[config.mk]
export PLATFORM = sky130hd
export DESIGN_NAME = seg_scan_driver
export DESIGN_NICKNAME = d
export VERILOG_FILES = /design/src/rtl/seg_pkg.sv /design/src/rtl/seg_hex_decode.sv /design/src/rtl/seg_scan_driver.sv
export SDC_FILE = /design/constraint.sdc
export NUM_CORES = 1
export LEC_CHECK = 0
export ABC_CLOCK_PERIOD_IN_PS = 2700
export BUFFER_PORTS_ARGS = -buffer_cell sky130_fd_sc_hd__buf_2
export CORE_MARGIN = 4
export CORE_UTILIZATION = 35
export DETAILED_ROUTE_END_ITERATION = 7
export PLACE_DENSITY = 0.53
export SLEW_MARGIN = 20
export SYNTH_ARGS = -nofsm -noshare
export SYNTH_HDL_FRONTEND = slang
export SYNTH_SLANG_ARGS = --single-unit
[constraint.sdc]
create_clock -name clk -period 2.7 [get_ports clk]
set_clock_uncertainty 0.15 [all_clocks]
set_input_delay 0.27 -clock clk [delete_from_list [all_inputs] [get_ports clk]]
set_output_delay 0.27 -clock clk [all_outputs]
set_load 0.01 [all_outputs]
[src/rtl/seg_pkg.sv]
// seg_pkg: shared constants for the seven-segment scan driver.
//   - MODE_* : encodings of the 2-bit display mode input
//   - SEG_*  : fixed glyphs, active-low {g,f,e,d,c,b,a}
//   - HEX_GLYPH : hex digit glyph table, index = nibble value
package seg_pkg;

    localparam logic [1:0] MODE_HEX  = 2'b00;
    localparam logic [1:0] MODE_OFF  = 2'b01;
    localparam logic [1:0] MODE_LAMP = 2'b10;
    localparam logic [1:0] MODE_DEC  = 2'b11;

    localparam logic [6:0] SEG_BLANK = 7'h7F;
    localparam logic [6:0] SEG_DASH  = 7'b0111111;
    localparam logic [6:0] SEG_ALL   = 7'h00;

    localparam logic [6:0] HEX_GLYPH [0:15] = '{
        7'h40, 7'h79, 7'h24, 7'h30,   // 0 1 2 3
        7'h19, 7'h12, 7'h02, 7'h78,   // 4 5 6 7
        7'h00, 7'h10, 7'h08, 7'h03,   // 8 9 A b
        7'h46, 7'h21, 7'h06, 7'h0E    // C d E F
    };

endpackage

[src/rtl/seg_hex_decode.sv]
// seg_hex_decode: combinational nibble -> seven-segment glyph.
// Ports:
//   nib_i  in  4  digit value
//   dec_i  in  1  decimal mode: nibbles A-F render as a dash
//   seg_o  out 7  glyph {g,f,e,d,c,b,a}, active-low
module seg_hex_decode
    import seg_pkg::*;
(
    input  logic [3:0] nib_i,
    input  logic       dec_i,
    output logic [6:0] seg_o
);

    always_comb begin
        seg_o = HEX_GLYPH[nib_i];
        if (dec_i && (nib_i > 4'd9)) begin
            seg_o = SEG_DASH;
        end
    end

endmodule

[src/rtl/seg_scan_driver.sv]
// seg_scan_driver: time-multiplexed N-digit common-anode seven-segment driver.
// New data is loaded into a pending register and copied to the display
// register only when the scan wraps to digit 0, so a frame never tears.
// Ports:
//   clk    in  1             system clock (rising edge)
//   rst_n  in  1             synchronous active-low reset
//   value  in  4*NUM_DIGITS  digit i = value[4i+3:4i], digit 0 = an[0]
//   dp_in  in  NUM_DIGITS    decimal point request per digit, active-high
//   load   in  1             capture value/dp_in into pending register
//   mode   in  2             00 hex, 01 off, 10 lamp test, 11 decimal
//   seg    out 7             segments {g,f,e,d,c,b,a}, active-low
//   dp     out 1             decimal point, active-low
//   an     out NUM_DIGITS    anodes, active-low, at most one low
//   frame  out 1             one-cycle pulse after the scan wraps to digit 0
// Optional feature: define SEG_LEADING_ZERO_BLANK_EN to blank leading zero
// digits in hex/decimal modes (digit 0 always shown).
module seg_scan_driver
    import seg_pkg::*;
#(
    parameter int unsigned NUM_DIGITS = 4,
    parameter int unsigned CLK_HZ     = 100_000_000,
    parameter int unsigned REFRESH_HZ = 4_000
) (
    input  logic                    clk,
    input  logic                    rst_n,
    input  logic [4*NUM_DIGITS-1:0] value,
    input  logic [NUM_DIGITS-1:0]   dp_in,
    input  logic                    load,
    input  logic [1:0]              mode,
    output logic [6:0]              seg,
    output logic                    dp,
    output logic [NUM_DIGITS-1:0]   an,
    output logic                    frame
);

    localparam int unsigned TICK_DIV = CLK_HZ / REFRESH_HZ;
    localparam int unsigned CNT_W    = (TICK_DIV > 2) ? $clog2(TICK_DIV) : 1;
    localparam int unsigned IDX_W    = (NUM_DIGITS > 1) ? $clog2(NUM_DIGITS) : 1;

    if (TICK_DIV < 2) begin : g_bad_tick_div
        $error("seg_scan_driver: CLK_HZ/REFRESH_HZ must be at least 2");
    end
    if ((NUM_DIGITS < 1) || (NUM_DIGITS > 8)) begin : g_bad_num_digits
        $error("seg_scan_driver: NUM_DIGITS must be 1..8");
    end

    logic [CNT_W-1:0]        cnt_q, cnt_d;
    logic [IDX_W-1:0]        idx_q, idx_d;
    logic                    gap_q, gap_d;
    logic                    frame_q, frame_d;
    logic [4*NUM_DIGITS-1:0] pend_val_q, pend_val_d;
    logic [NUM_DIGITS-1:0]   pend_dp_q, pend_dp_d;
    logic [4*NUM_DIGITS-1:0] disp_val_q, disp_val_d;
    logic [NUM_DIGITS-1:0]   disp_dp_q, disp_dp_d;
    logic [6:0]              seg_q, seg_d;
    logic                    dp_q, dp_d;
    logic [NUM_DIGITS-1:0]   an_q, an_d;

    logic                    tick, wrap;
    logic [3:0]              nib_sel;
    logic                    dp_sel;
    logic                    blank_sel;
    logic [NUM_DIGITS-1:0]   an_sel;
    logic [NUM_DIGITS-1:0]   lz_blank;
    logic [6:0]              glyph;

    // Scan timing, pending capture and frame-aligned display transfer.
    always_comb begin
        tick       = (cnt_q == CNT_W'(TICK_DIV - 1));
        wrap       = tick && (idx_q == IDX_W'(NUM_DIGITS - 1));
        cnt_d      = tick ? '0 : cnt_q + 1'b1;
        idx_d      = wrap ? '0 : (tick ? idx_q + 1'b1 : idx_q);
        gap_d      = tick;
        frame_d    = wrap;
        pend_val_d = load ? value : pend_val_q;
        pend_dp_d  = load ? dp_in : pend_dp_q;
        disp_val_d = disp_val_q;
        disp_dp_d  = disp_dp_q;
        if (wrap) begin
            // A load on the wrap edge bypasses pending so it is not a frame late.
            disp_val_d = load ? value : pend_val_q;
            disp_dp_d  = load ? dp_in : pend_dp_q;
        end
    end

`ifdef SEG_LEADING_ZERO_BLANK_EN
    logic lz_zeros;

    // Walk from the top digit down; a digit is blank while everything at
    // and above it is zero. Digit 0 is never blanked.
    always_comb begin
        lz_zeros = 1'b1;
        lz_blank = '0;
        for (int unsigned j = 0; j < NUM_DIGITS; j++) begin
            lz_zeros = lz_zeros && (disp_val_q[4*(NUM_DIGITS-1-j) +: 4] == 4'h0);
            if (j != NUM_DIGITS - 1) begin
                lz_blank[NUM_DIGITS-1-j] = lz_zeros;
            end
        end
    end
`else
    assign lz_blank = '0;
`endif

    // Select the current digit's data.
    always_comb begin
        nib_sel   = '0;
        dp_sel    = 1'b0;
        blank_sel = 1'b0;
        for (int unsigned i = 0; i < NUM_DIGITS; i++) begin
            if (idx_q == IDX_W'(i)) begin
                nib_sel   = disp_val_q[4*i +: 4];
                dp_sel    = disp_dp_q[i];
                blank_sel = lz_blank[i];
            end
        end
        an_sel = ~(NUM_DIGITS'(1) << idx_q);
    end

    seg_hex_decode u_decode (
        .nib_i (nib_sel),
        .dec_i (mode == MODE_DEC),
        .seg_o (glyph)
    );

    always_comb begin
        seg_d = SEG_BLANK;
        dp_d  = 1'b1;
        an_d  = '1;
        case (mode)
            MODE_OFF: begin
            end
            MODE_LAMP: begin
                seg_d = SEG_ALL;
                dp_d  = 1'b0;
                an_d  = gap_q ? '1 : an_sel;
            end
            default: begin
                seg_d = glyph;
                dp_d  = ~dp_sel | blank_sel;
                an_d  = (gap_q || blank_sel) ? '1 : an_sel;
            end
        endcase
    end

    always_ff @(posedge clk) begin
        if (!rst_n) begin
            cnt_q      <= '0;
            idx_q      <= '0;
            // Starting with the gap flag set makes digit 0's first slot
            // after reset match every other slot (one dark cycle first).
            gap_q      <= 1'b1;
            frame_q    <= 1'b0;
            pend_val_q <= '0;
            pend_dp_q  <= '0;
            disp_val_q <= '0;
            disp_dp_q  <= '0;
            seg_q      <= SEG_BLANK;
            dp_q       <= 1'b1;
            an_q       <= '1;
        end else begin
            cnt_q      <= cnt_d;
            idx_q      <= idx_d;
            gap_q      <= gap_d;
            frame_q    <= frame_d;
            pend_val_q <= pend_val_d;
            pend_dp_q  <= pend_dp_d;
            disp_val_q <= disp_val_d;
            disp_dp_q  <= disp_dp_d;
            seg_q      <= seg_d;
            dp_q       <= dp_d;
            an_q       <= an_d;
        end
    end

    assign seg   = seg_q;
    assign dp    = dp_q;
    assign an    = an_q;
    assign frame = frame_q;

endmodule

# --- Word level (Yosys, flattened, before mapping) ---
# Memory sizes are Yosys's and may differ from the RTL's.
# Index checks and enable logic that the tools add are counted.
totals:
  romBits: 112
  memories: 1
  regBits: 71
  output_inout_bits: 13
classes:
  reduce_logical: 6
  muxes: 15
  eq_ne: 7
  bitwise_logic: 4
  n_lt_le_gt_ge: 2
  n_shift: 1
  n_addsub: 2
memory_table:
  columns: ["memory", "words", "width", "read_ports", "rd_clocked_by_memory_dff", "write_ports", "line_no", "text"]
  rows:
  - ["(no name shown)", 16, 7, 1, 0, 0, "seg_hex_decode.sv:15", "seg_o = HEX_GLYPH[nib_i];"]
ops:
  columns: ["op", "count"]
  rows:
  - ["7-bit two-way mux", 3]
  - ["4-bit two-way mux", 5]
  - ["16-bit two-way mux", 1]
  - ["15-bit by 1-bit adder with 15-bit output, second input constant", 1]
  - ["15-bit == test, second input constant", 1]
  - ["7-bit one-hot mux with 2 select lines", 1]
  - ["2-bit == test, second input constant", 4]
  - ["5-bit >= comparator, second input constant", 1]
  - ["4-bit NOT with 5-bit output", 1]
  - ["2-bit by 1-bit == test with 1-bit output, second input constant", 2]
  - ["4-bit greater-than comparator, second input constant", 1]
  - ["1-bit two-way mux", 4]
  - ["4-bit NOT", 1]
  - ["2-bit OR reduction", 2]
  - ["1-bit by 2-bit left shift with 4-bit output, first input constant", 1]
  - ["3-bit OR reduction", 1]
  - ["2-bit by 1-bit adder with 2-bit output, second input constant", 1]
  - ["1-bit logical AND", 2]
  - ["2-bit zero test", 1]
  - ["1-bit NOT", 2]
  - ["1-bit one-hot mux with 2 select lines", 1]

# --- Depth between registers and ports, before layout ---
# Gate-level depths: netlist (run 1).
depth:
  ltp_word: 11
  depth_mapped: 11
  mapped_depth_nobuf: 10

# --- Modules after synthesis ---
# Synthesis (run 1) repeated with hierarchy kept, for this count alone.
hier_totals:
  cells_unflattened: 328
  area_unflattened_um2: 3268.1
by_module_without_submodules:
  columns: ["mod", "seq_area_each_um2", "instances", "cells_per_inst", "area_each_um2"]
  rows:
  - ["seg_scan_driver", 1421.4, 1, 291, 2966.6]
  - ["seg_hex_decode", 0.0, 1, 37, 301.5]

# --- Worst setup path before layout (run 1) ---
# Ideal clock, no wire load.
synth_path:
  kind: "flip-flop to flip-flop"
  from: "register idx_q[0]"
  to: "register seg_q[0], in the netlist seg[0]"
  arrival_ns: 2.669
  setup_slack_ns: -0.225
  synth_period_minus_slack_ns: 2.925
  setup_time_ns: 0.106
  path_stages_with_launch: 12
  cell_sequence: "dfxtp_1 -> ha_1 -> clkbuf_1 -> buf_6 -> a211oi_1 -> a211oi_1 -> inv_1 -> ha_1 -> nor3b_1 -> a211o_1 -> a21oi_1 -> o311ai_0"
synth_via:
  elab_chain_cells: 11
synth_rtl:
  columns: ["item", "line_no", "text"]
  rows:
  - ["start: declaration", "seg_scan_driver.sv:48", "logic [IDX_W-1:0] idx_q, idx_d;"]
  - ["start signal: assignment", "seg_scan_driver.sv:163", "idx_q <= idx_d;"]
  - ["2-bit zero test", "seg_scan_driver.sv:111", "if (idx_q == IDX_W'(i)) begin"]
  - ["4-bit two-way mux (3 in series)", "seg_scan_driver.sv:111", null]
  - ["4-bit two-way mux *", "seg_scan_driver.sv:111", null]
  - ["4-bit NOT with 5-bit output (implied by the code)", "seg_hex_decode.sv:15", null]
  - ["memory read 16 x 7 bit", null, null]
  - ["7-bit two-way mux (implied by the code) (2 in series)", "seg_hex_decode.sv:15", null]
  - ["7-bit two-way mux *", "seg_hex_decode.sv:16", "if (dec_i && (nib_i > 4'd9)) begin"]
  - ["7-bit one-hot mux with 2 select lines *", "seg_scan_driver.sv:130", "case (mode)"]
  - ["end signal: assignment", "seg_scan_driver.sv:170", "seg_q <= seg_d;"]
  - ["end: declaration", "seg_scan_driver.sv:55", "logic [6:0] seg_q, seg_d;"]
# Mark *: on every way between the ends. The rest lies on a longest branch, timed or not. The select of a mux whose other input is x is not followed.
# A chain may end at the register's enable or synchronous reset.

# --- Worst setup path after layout (run 1) ---
layout_path:
  from: "register idx_q[1]"
  to: "register seg_q[0], in the netlist seg[0]"
# The elaborated chain is that of the path after synthesis.

==> results by stage, run 1 <==
Outcome:
- The flow ran to the end, and the final reports show no timing, DRC or antenna violations.

Clock network:
- The clock latency on the worst-skew pair is 340 ps.
- TritonCTS built the clock tree.
- The number of levels the H-tree was split into is 3.
- Counting every sink on the clock net gives 71.
- The number of clock buffers added by TritonCTS is 9.
- The cell at the root of the clock tree is clkbuf_8.
- The number of buffers on the longest clock path is 2.
- The clock-pin slew of the registers on the worst-case setup and hold paths is 80 ps.

Synthesis:
- The post-synthesis register bit count is 71.
- The netlist uses 44 different library cells.
- The cell area that synthesis handed to floorplanning was 3150 um2.
- Synthesis produced a netlist whose cell count is 302.
- The net count after synthesis is 341.
- The total of warnings raised by yosys is 0.
- The mean cell area of the mapped netlist is 10.4 um2.
- Of the synthesized area, sequential elements account for 0.452.

Cells and area:
- The combined area of the multi-input logic cells is 1620 um2.
- The utilization of the core after routing is 0.419.
- The library cell used most frequently in the layout, excluding fill and tap cells, is dfxtp_1.
- Relative to the synthesized area, the layout overhead comes to 16.1%.
- In the final layout, the share of cells above drive strength 1 is 0.277.
- The filler cells instantiated in the layout total 857.
- The repair_antennas step left the layout with diodes totalling 0.
- The sequential cells in the finished layout cover a total of 1420 um2.
- The library cells used most frequently in the layout, excluding fill and tap cells, are 69 x dfxtp_1, 37 x buf_2, 36 x nor2_1, 21 x mux2i_1.
- The number of nets in the layout is 384.

Worst setup path:
- The worst register-to-register path ends at seg[0].
- The number of cells traversed by the worst register-to-register path is 10.
- The maximum fanout count along the critical path is 7.
- The largest single stage delay on the critical path is 360 ps.
- The worst setup path is launched from a flip-flop.
- Traced cell by cell, the critical path runs through inv_1, ha_2, nand3b_1, a221oi_4, inv_2, ha_1, nor3b_2, a211o_1, a21oi_1, o311ai_0.
- In this run the critical register-to-register path is launched from idx_q[1].
- The cell type of the slowest stage on the worst timing path is dfxtp_2.
- The worst setup path is of the flip-flop to flip-flop kind.
- The register-to-register path setup slack is 200 ps.
- Data on the critical path arrives at its endpoint at 2570 ps.
- The worst setup path is captured at a flip-flop.
- The data required time at the worst endpoint is 2770 ps.

Timing:
- The clock period could shrink to 2500 ps.
- Setup repair after global routing left no endpoint under its margin.
- Of the available clock period, the critical path in the final layout requires 0.925.
- The number of max-slew violations in the final report is 0.
- The number of hold violations in the final report was 0.
- Setup violations remaining at the end of the flow were counted as 0.
- The top achievable clock speed is 0.400 GHz.
- The remaining max-slew budget at the tightest pin is 0.594.
- The aggregate negative setup slack is 0 ps.
- For the pin with the worst max-slew slack, the measured transition is 610 ps.
- The worst setup slack after layout is 201 ps.

GRT:
- The via count of the first global-routing pass came to 2230.
- The final global-route overflow total is 0.
- The overall global routing resource usage is 0.127.
- The wire length of the first global-routing pass is 10500 um.
- The number of antenna violations at the first check in global routing came to 0.
- The largest net degree at the start of global routing is 22.

Detailed routing:
- The residual antenna-violating net count after detailed routing is 0.
- The number of vias in the routed layout is 2236.
- The number of violations reported at the end of detailed-routing iteration 0 is 69.
- The total wire length is 6180 um.
- The detail-routed via count per cell is 4.88.
- The final routed DRC violation total is 0.
- The first-pass iteration count of the detailed router is 4.
- The routed length per placed instance is 13.5 um.

Power:
- VDD sags by at most 0.253 mV.
- Dividing total power by cell area gives a power density of 532 nW/um2.
- The sequential cell fraction of total power is 0.561.
- The net switching component of the power is 0.477 mW.
- Summed over all cells, the static leakage comes to 1.42 nW.
- Of the total power, combinational logic draws 0.068.
- Of the total power, the share spent switching nets is 0.246.
- The share of total power dissipated in the clock network is 0.372.
- The internal power of the cells totals 1.46 mW.

Hold path:
- The number of stages on the worst hold path is 3.
- The worst hold path begins at value[13].
- The path with the worst hold slack has its endpoint at pend_val_q[13].
- In this run the worst hold path is classified as input port to flip-flop.

Floorplan:
- The initialized floorplan defines 34 standard-cell rows.
- The initial utilization of the core area, before any placement, comes to 0.361.
- The horizontal die dimension is 103 um.
- The die is 103 um tall.
- 38 I/O pins were placed.
- The area of the die is 10600 um2.
- The total area inside the core boundary comes to 8720 um2.

Placed design:
- The congestion estimate from routability-driven global placement came to 0.929.
- Input and output buffers added on the ports amount to 37.
- OpenSTA, run right after detailed placement, puts the worst setup slack at 85.1 ps.
- The HPWL reported at the end of detailed placement is 4400 um.

Job:
- The reported max-cap violation count is 0.
-- power groups by stage --
stage | sequential, mW | combinational, mW | clock, mW
finish | 1.09 | 0.131 | 0.722
global route | 1.09 | 0.150 | 0.801
CTS | 1.09 | 0.136 | 0.750
detailed placement | 1.11 | 0.135 | 0
global placement | 1.11 | 0.134 | 0
floorplan | 1.12 | 0.0856 | 0
-- final cells by class --
| class | count | share of cell area |
|---|---|---|
| Clock buffer | 11 | 0.0360 |
| Clock inverter | 5 | 0.00960 |
| Inverter | 13 | 0.0134 |
| Multi-Input combinational cell | 203 | 0.443 |
| Sequential cell | 71 | 0.390 |
| Tap cell | 108 | 0.0370 |
| Timing Repair Buffer | 47 | 0.0713 |
-- timing repair --
item | in CTS | in global routing
resized for setup | 0 | 10
setup endpoints to repair | 0 | 5
hold buffers | 0 | 0
setup buffers | 0 | 1
-- flip-flops by register name, indices dropped and copies added (netlist names), 2 cells and up --
name	count
pend_dp_q	4
seg	7
an	4
disp_val_q	16
pend_val_q	16
cnt_q	15
idx_q	2
disp_dp_q	4
-- worst max-delay path: cells and delay by family (launching register included) --
kind | cells | cell delay [ps]
AO/OA/AOI/OAI | 4 | 800
AND/OR/NAND/NOR | 2 | 480
adder cells (fa/ha/maj) | 2 | 450
flip-flops | 1 | 360
buffers and inverters | 2 | 150
-- stage by stage --
| step | power (mW) | hold slack [ps] | instance area, um2 | std cells |
|---|---|---|---|---|
| 2_1_floorplan | 1.20 | 263 | 3160 | 302 |
| 3_3_place_gp | 1.25 | 275 | 3450 | 441 |
| 3_5_place_dp | 1.25 | 285 | 3450 | 441 |
| 4_1_cts | 1.97 | 42.6 | 3610 | 457 |
| 5_1_grt | 2.04 | 48.8 | 3650 | 458 |
| 6_report | 1.94 | 48.2 | 3650 | 458 |
-- metal layers --
layer | share of wire | track usage | vias to the layer above | wire length [um]
met5 | 0 | 0 | - | 0
met4 | 0.015 | 0.0548 | 0 | 91
met3 | 0.042 | 0.0359 | 10 | 262
met2 | 0.44 | 0.193 | 34 | 2750
met1 | 0.50 | 0.170 | 1028 | 3080
li1 | - | - | 1164 | -
-- synth_stat cells --
library cell,number,area share
ha_1,14,0.056
or4bb_1,1,0.0036
o22ai_1,1,0.0020
o311a_1,1,0.0032
and2_4,1,0.0028
or4_1,1,0.0024
or2_1,1,0.0020
clkbuf_1,5,0.0060
or3_4,1,0.0036
a221o_1,1,0.0032
buf_6,6,0.021
o21ai_0,7,0.011
nor3_1,1,0.0016
mux2i_1,21,0.067
o2bb2ai_4,1,0.0088
xor2_1,8,0.022
a211oi_1,8,0.019
o311ai_0,2,0.0056
a211o_1,2,0.0056
o2111ai_1,2,0.0056
and3_1,2,0.0040
nand4bb_1,1,0.0036
nand3b_1,5,0.012
o31ai_1,3,0.0072
nand3_1,6,0.0095
nand2_1,19,0.023
a21oi_1,10,0.016
nor2b_1,3,0.0060
buf_1,2,0.0024
or3_1,2,0.0040
inv_2,1,0.0012
nor3b_1,5,0.012
and3b_1,1,0.0028
nand4_1,5,0.0099
and3_2,1,0.0024
nor2_1,36,0.043
or4b_1,1,0.0032
xnor2_1,4,0.011
and2_1,2,0.0040
dfxtp_1,71,0.45
o2bb2ai_2,19,0.091
a221oi_1,4,0.011
inv_1,12,0.014
buf_2,2,0.0032
-- worst max-delay path by stage --
| stage | startpoint | to | slack (ps) | depth (start not counted) |
|---|---|---|---|---|
| 3_3_place_gp | idx_q[1] | seg[0] | 170 | 10 |
| 6_report | idx_q[1] | seg[0] | 200 | 10 |
| 3_5_place_dp | idx_q[1] | seg[0] | 90 | 10 |
| 5_1_grt | idx_q[1] | seg[0] | 7 | 10 |
| 4_1_cts | idx_q[1] | seg[0] | 50 | 10 |
| 2_1_floorplan | idx_q[1] | seg[0] | 70 | 11 |
-- cells by family after synthesis --
| group | Yosys count | synth area share |
|---|---|---|
| flops | 71 | 0.452 |
| buf+inv | 28 | 0.0485 |
| compound gates | 61 | 0.189 |
| xor+xnor | 12 | 0.0334 |
| mux | 21 | 0.0668 |
| fa+ha+maj | 14 | 0.0557 |
| simple gates | 95 | 0.155 |
Note: power is estimated with default switching activity, not from simulation.
==> inputs of run 2 (changes only) <==
--- a/config.mk
+++ b/config.mk
@@ -11,6 +11,7 @@
 export CORE_UTILIZATION = 35
 export DETAILED_ROUTE_END_ITERATION = 7
 export PLACE_DENSITY = 0.53
+export REMOVE_ABC_BUFFERS = 1
 export SLEW_MARGIN = 20
 export SYNTH_ARGS = -nofsm -noshare
 export SYNTH_HDL_FRONTEND = slang
==> results by stage, run 2 (synthesis results as in run 1) <==
Detailed routing:
- The final routed DRC violation total is 0 (unchanged).
- The routed length per placed instance came to 13.6 um (+0.56%).
- The detail-routed via count per cell is 4.94 (+1.1%).
- The first-pass iteration count of the detailed router is 4 (unchanged).
- The total wire length came to 6250 um (+1.0%).
- The number of vias in the routed layout is 2271 (+1.6%).
- The residual antenna-violating net count after detailed routing is 0 (unchanged).
- The number of violations reported at the end of detailed-routing iteration 0 is 63 (-8.7%).

Timing:
- The final critical delay including setup and external delays is 2510 ps (+12.8 ps).
- The final critical-path share of the clock period was 0.930 (+0.00473).
- The final number of setup-violating endpoints is 0 (unchanged).
- The remaining max-slew budget at the tightest pin is 0.584 (-0.00979).
- The top achievable clock speed is 0.398 GHz (-0.51%).
- The final-layout worst hold slack is 39.9 ps (-8.32 ps).
- The number of hold violations in the final report is 0 (unchanged).
- The number of max-slew violations in the final report was 0 (unchanged).
- The worst setup slack after layout is 189 ps (-12.8 ps).
- Setup repair after global routing left no endpoint under its margin.
- The worst-margin pin slew is 624 ps (+14.7 ps).

Cells and area:
- The final non-filler cell area came to 3670 um2 (+0.45%).
- The library cell used most frequently in the layout, excluding fill and tap cells, is dfxtp_1.
- The largest registers in the layout are disp_val_q: 16 flops, pend_val_q: 16 flops, cnt_q: 15 flops.
- The utilization of the core after routing is 0.421 (+0.00187).
- The number of inserted diodes is 0 (unchanged).
- Compared with the post-synthesis result, the final layout area differs by 16.6%.
- The number of nets in the layout is 386 (+0.52%).
- Leaving out fill and tap cells, the most frequent cells in the layout are 71 x dfxtp_1, 37 x buf_2, 36 x nor2_1, 21 x mux2i_1.
- The layout cell share with drive strength beyond 1 is 0.259 (-0.0186).

GRT:
- The number of antenna violations at the first check in global routing is 0 (unchanged).
- The wire length of the first global-routing pass is 10700 um (+2.0%).
- The final global-route overflow total is 0 (unchanged).
- The via count of the first global-routing pass was 2270 (+1.8%).
- The overall global routing resource usage came to 0.132 (+0.00445).
- The largest net degree at the start of global routing is 22 (unchanged).

Worst setup path:
- The startpoint-to-endpoint class of the critical path is flip-flop to flip-flop.
- The data required time at the worst endpoint is 2790 ps (+20 ps).
- The arrival time at the worst endpoint is 2600 ps (+30 ps).
- The worst setup path is captured at a flip-flop.
- STA classifies the critical path startpoint as a flip-flop.
- Tracing the worst setup path back leads to its startpoint at cnt_q[9].
- The maximum fanout count along the critical path is 21 (+14).
- In this run the critical register-to-register path is launched from cnt_q[9].

Floorplan:
- The area of the die is 10600 um2 (unchanged).
- The vertical die dimension was 103 um (unchanged).
- The number of standard-cell rows in the floorplan is 34 (unchanged).
- The horizontal die dimension was 103 um (unchanged).
- The placeable core region is 8720 um2 (unchanged).
- The starting density of the core is 0.361 (unchanged).
- The count of boundary I/O pins is 38 (unchanged).

Clock network:
- The CTS tree is built.
- The clock latency on the worst-skew pair is 360 ps (+20 ps).
- The number of buffers on the longest clock path is 2 (unchanged).
- The CTS buffer count was 9 (unchanged).
- The setup fix buffers added after clock tree synthesis came to 0 (unchanged).
- The clock sink count is 71 (unchanged).
- The number of levels the H-tree was split into came to 3 (unchanged).
- Clock tree synthesis selected as its root buffer the cell clkbuf_8.
- The clock-pin slew of the registers on the worst-case setup and hold paths came to 80 ps (about the same).

Power:
- The leakage power of the design came to 1.46 nW (+2.9%).
- The total power after layout is 2.09 mW (+7.9%).
- The maximum vdd ir drop is 0.282 mV (+12%).
- The power density normalized to cell area is 571 nW/um2 (+7.4%).

Placed design:
- The weighted congestion reported at the end of routability-driven placement is 0.896 (-3.5%).
- The count of buffers inserted at the top-level ports is 37 (unchanged).
- The post-detailed-placement cell area is 3450 um2 (+0.18%).
- The HPWL reported at the end of detailed placement is 4470 um (+1.5%).
- The worst slack after detailed placement is 43.9 ps (-41.2 ps).

Job:
- The reported max-cap violation count is 0 (unchanged).

Outcome:
- The run finished with clean final reports.

Hold path:
- The kind of path behind the tightest hold check is input port to flip-flop.
- The startpoint of the lowest-slack hold path is dp_in[3].
## run 2: cell types whose count changed in the layout (fill, tap and decap cells not counted), sizes merged
cell | before | now
bufinv | 0 | 1
buf | 47 | 49
inv | 13 | 14
clkbuf | 11 | 10
clkinvlp | 4 | 2
clkinv | 1 | 2
## run 2: power by group
part | internal, mW | leakage [nW] | switching (mW)
Combinational | 0.0532 | 0.778 | 0.0790
Sequential | 1.08 | 0.580 | 0.00857
Clock | 0.454 | 0.0989 | 0.421
## run 2: repair_timing
item	in CTS	in global routing
hold buffers	0	0
endpoints found under the setup margin	0	5
resized for setup	0	2
## run 2: final cells by class
type	instances	area, um2
fill	849	5050
multi-input combinational	203	1580
sequential	71	1420
timing repair buffer	49	275
clock buffer	10	138
tap	108	135
clock inverter	6	67.6
inverter	13	48.8
## run 2: worst max-delay path: stages (launching register included)
cell and delay, ps:
dfxtp_1 360, or4b_1 520, or4_1 640, or2_1 270
and2_4 270, o2bb2ai_2 160
## run 2: metrics by stage
step | TNS, ps | std cells
after floorplan | -357 | 287
after global placement | 0 | 444
after detailed placement | 0 | 444
after CTS | 0 | 460
after global routing | 0 | 460
final | 0 | 460
## run 2: per-layer routing
layer / vias up / GRT usage / share of wire
met2: 55 / 0.208 / 0.46
met5: - / 0 / 0
met3: 12 / 0.0352 / 0.041
li1: 1166 / - / -
met1: 1038 / 0.166 / 0.48
met4: 0 / 0.0667 / 0.018
## run 2: path summary, 6_finish.rpt
kind	endpoint	slack (ps)	cells past startpoint
hold reg to reg	cnt_q[0]	300	1
setup reg to reg	disp_val_q[11]	190	5
setup / recovery	disp_val_q[11]	190	5
hold / removal	pend_dp_q[3]	40	3
==> inputs of run 3 (changes only) <==
--- a/config.mk
+++ b/config.mk
@@ -5,12 +5,12 @@
 export SDC_FILE = /design/constraint.sdc
 export NUM_CORES = 1
 export LEC_CHECK = 0
-export ABC_CLOCK_PERIOD_IN_PS = 2700
+export ABC_CLOCK_PERIOD_IN_PS = 2900
 export BUFFER_PORTS_ARGS = -buffer_cell sky130_fd_sc_hd__buf_2
 export CORE_MARGIN = 4
 export CORE_UTILIZATION = 35
 export DETAILED_ROUTE_END_ITERATION = 7
-export PLACE_DENSITY = 0.53
+export PLACE_DENSITY = 0.52
 export REMOVE_ABC_BUFFERS = 1
 export SLEW_MARGIN = 20
 export SYNTH_ARGS = -nofsm -noshare
==> constraint.sdc (replaced) <==
create_clock -name clk -period 2.9 [get_ports clk]
set_clock_uncertainty 0.15 [all_clocks]
set_input_delay 0.29 -clock clk [delete_from_list [all_inputs] [get_ports clk]]
set_output_delay 0.29 -clock clk [all_outputs]
set_load 0.01 [all_outputs]
==> results by stage, run 3 (synthesis results as in run 1) <==
Worst setup path:
- The startpoint-to-endpoint class of the critical path is flip-flop to flip-flop.
- The data required time at the worst endpoint is 2980 ps (+190 ps).
- The arrival time at the worst endpoint is 2650 ps (+50 ps).
- The endpoint kind of the worst setup timing path is a flip-flop.
- The maximum fanout count along the critical path was 6 (-71%).
- The startpoint of the worst register-to-register path is idx_q[0].
- The critical path starts at idx_q[0].
- STA classifies the critical path startpoint as a flip-flop.

Timing:
- The number of hold violations in the final report was 0 (unchanged).
- The final number of setup-violating endpoints is 0 (unchanged).
- The final critical delay including setup and external delays is 2570 ps (+63.3 ps).
- The top achievable clock speed is 0.388 GHz (-2.5%).
- Setup repair after global routing left no endpoint under its margin.
- The final critical-path share of the clock period is 0.888 (-0.0423).
- The aggregate negative setup slack is 0 ps (unchanged).
- The worst-margin pin slew is 766 ps (+142 ps).
- The final-layout worst hold slack is 80.6 ps (+40.7 ps).
- The remaining max-slew budget at the tightest pin is 0.489 (-0.0951).
- The number of max-slew violations in the final report was 0 (unchanged).

Hold path:
- The startpoint of the lowest-slack hold path is value[6].
- The worst hold path belongs to the class input port to flip-flop.

Detailed routing:
- The total wire length is 6190 um (-0.86%).
- The number of vias in the routed layout came to 2261 (-0.44%).
- The residual antenna-violating net count after detailed routing is 0 (unchanged).
- The first-pass iteration count of the detailed router came to 4 (unchanged).
- The detail-routed via count per cell is 4.96 (+0.43%).
- The final routed DRC violation total is 0 (unchanged).
- The number of violations reported at the end of detailed-routing iteration 0 is 67 (+6.3%).
- The routed length per placed instance came to 13.6 um (about the same).

Cells and area:
- Leaving out fill and tap cells, the most frequent cell in the layout is dfxtp_1.
- The number of fill cells in the layout was 838 (-1.3%).
- The synthesis-to-finish area growth came to 16.7% (about the same).
- The number of inserted diodes is 0 (unchanged).
- In the layout the commonest cells are 71 x dfxtp_1, 37 x buf_2, 36 x nor2_1, 21 x mux2i_1.
- The layout cell share with drive strength beyond 1 came to 0.253 (-0.00565).
- The largest registers in the layout are disp_val_q: 16 flops, pend_val_q: 16 flops, cnt_q: 15 flops.
- The number of standard cells in the layout, taps in and fillers out came to 456 (-0.87%).
- The number of nets in the layout was 382 (-1.0%).

Clock network:
- The cts-stage hold buffer count is 0 (unchanged).
- The CTS buffer count is 9 (unchanged).
- The number of levels the H-tree was split into is 3 (unchanged).
- In this run the clock root is driven by a clkbuf_8.
- The setup fix buffers added after clock tree synthesis came to 0 (unchanged).
- The clock sink count is 71 (unchanged).
- The number of buffers on the longest clock path came to 2 (unchanged).
- TritonCTS built the clock tree.
- The clock latency on the worst-skew pair is 340 ps (-20 ps).
- The clock-pin slew of the registers on the worst-case setup and hold paths is 80 ps (about the same).

Outcome:
- The run finished with clean final reports.

Placed design:
- The number of cells in the design after placement is 440 (-0.90%).
- The weighted congestion reported at the end of routability-driven placement is 0.909 (+1.5%).
- The HPWL reported at the end of detailed placement is 4430 um (-0.91%).
- The count of buffers inserted at the top-level ports is 37 (unchanged).

GRT:
- The final global-route overflow total is 0 (unchanged).
- The via count of the first global-routing pass is 2203 (-3.0%).
- The wire length of the first global-routing pass is 10400 um (-3.1%).
- The largest net degree at the start of global routing is 25 (+14%).
- The overall global routing resource usage is 0.127 (-0.00498).
- The number of antenna violations at the first check in global routing is 0 (unchanged).

Floorplan:
- The horizontal die dimension is 103 um (unchanged).
- The vertical die dimension came to 103 um (unchanged).
- The placeable core region came to 8720 um2 (unchanged).
- The starting density of the core is 0.361 (unchanged).
- The number of standard-cell rows in the floorplan is 34 (unchanged).
- The count of boundary I/O pins came to 38 (unchanged).
- The area of the die was 10600 um2 (unchanged).

Power:
- The power density normalized to cell area came to 551 nW/um2 (-3.5%).
- The maximum vdd ir drop is 0.331 mV (+17%).
- The leakage power of the design is 1.45 nW (-0.32%).

Job:
- The reported max-cap violation count is 0 (unchanged).
## run 3: cell count changes in the layout (fill, tap and decap cells not counted), sizes merged
cell    before  now
clkbuf      10   11
inv         14   13
bufinv       1    2
clkinv       2    1
buf         49   45
## run 3: timing repair
| action | 4_1_cts | 5_1_grt |
|---|---|---|
| hold endpoints to repair | 0 | 0 |
| endpoints found under the setup margin | 0 | 3 |
| gates resized for setup | 0 | 3 |
## run 3: worst max-delay path, cell delays in order, from the launching register on
cell,delay (ps)
dfxtp_1,400
inv_1,80
ha_1,260
a211oi_1,300
a221oi_2,110
buf_4,170
ha_1,200
nor3b_2,280
a211o_1,160
a21oi_1,40
o311ai_0,290
## run 3: final timing paths
path | cells after the start | end | slack, ps
hold / removal | 3 | pend_val_q[6] | 80
setup / recovery | 10 | seg[0] | 330
hold reg to reg | 1 | cnt_q[0] | 290
setup reg to reg | 10 | seg[0] | 330
## run 3: final cells by class
| type | instances | area (um2) | share of cell area |
|---|---|---|---|
| clock buffer | 11 | 151 | 0.0413 |
| tap | 108 | 135 | 0.0368 |
| timing repair buffer | 45 | 245 | 0.0668 |
| inverter | 13 | 48.8 | 0.0133 |
| multi-input combinational | 203 | 1590 | 0.433 |
| clock inverter | 5 | 80.1 | 0.0218 |
| sequential | 71 | 1420 | 0.387 |
## run 3: stage by stage
| stage | setup WS (ps) | utilization | power (mW) | instance area (um2) |
|---|---|---|---|---|
| 2_1_floorplan | 55.2 | - | 1.11 | 3040 |
| 3_3_place_gp | 287 | 0.392 | 1.16 | 3420 |
| 3_5_place_dp | 171 | 0.392 | 1.16 | 3420 |
| 4_1_cts | 144 | 0.419 | 2.06 | 3650 |
| 5_1_grt | 78.3 | 0.421 | 2.12 | 3670 |
| 6_report | 325 | 0.421 | 2.02 | 3670 |
## run 3: power breakdown
| group | leakage, nW | total (mW) | internal [mW] | switching, mW |
|---|---|---|---|---|
| Combinational | 0.760 | 0.123 | 0.0487 | 0.0738 |
| Clock | 0.112 | 0.887 | 0.529 | 0.357 |
| Sequential | 0.580 | 1.01 | 1.00 | 0.00839 |
| Total | 1.45 | 2.02 | 1.58 | 0.439 |
## run 3: layer usage
| layer | global-route usage | vias to the layer above | wire length, um |
|---|---|---|---|
| met5 | 0 | - | 0 |
| met1 | 0.153 | 1034 | 2870 |
| li1 | - | 1162 | - |
| met2 | 0.206 | 53 | 2920 |
| met3 | 0.0460 | 12 | 291 |
| met4 | 0.0498 | 0 | 121 |
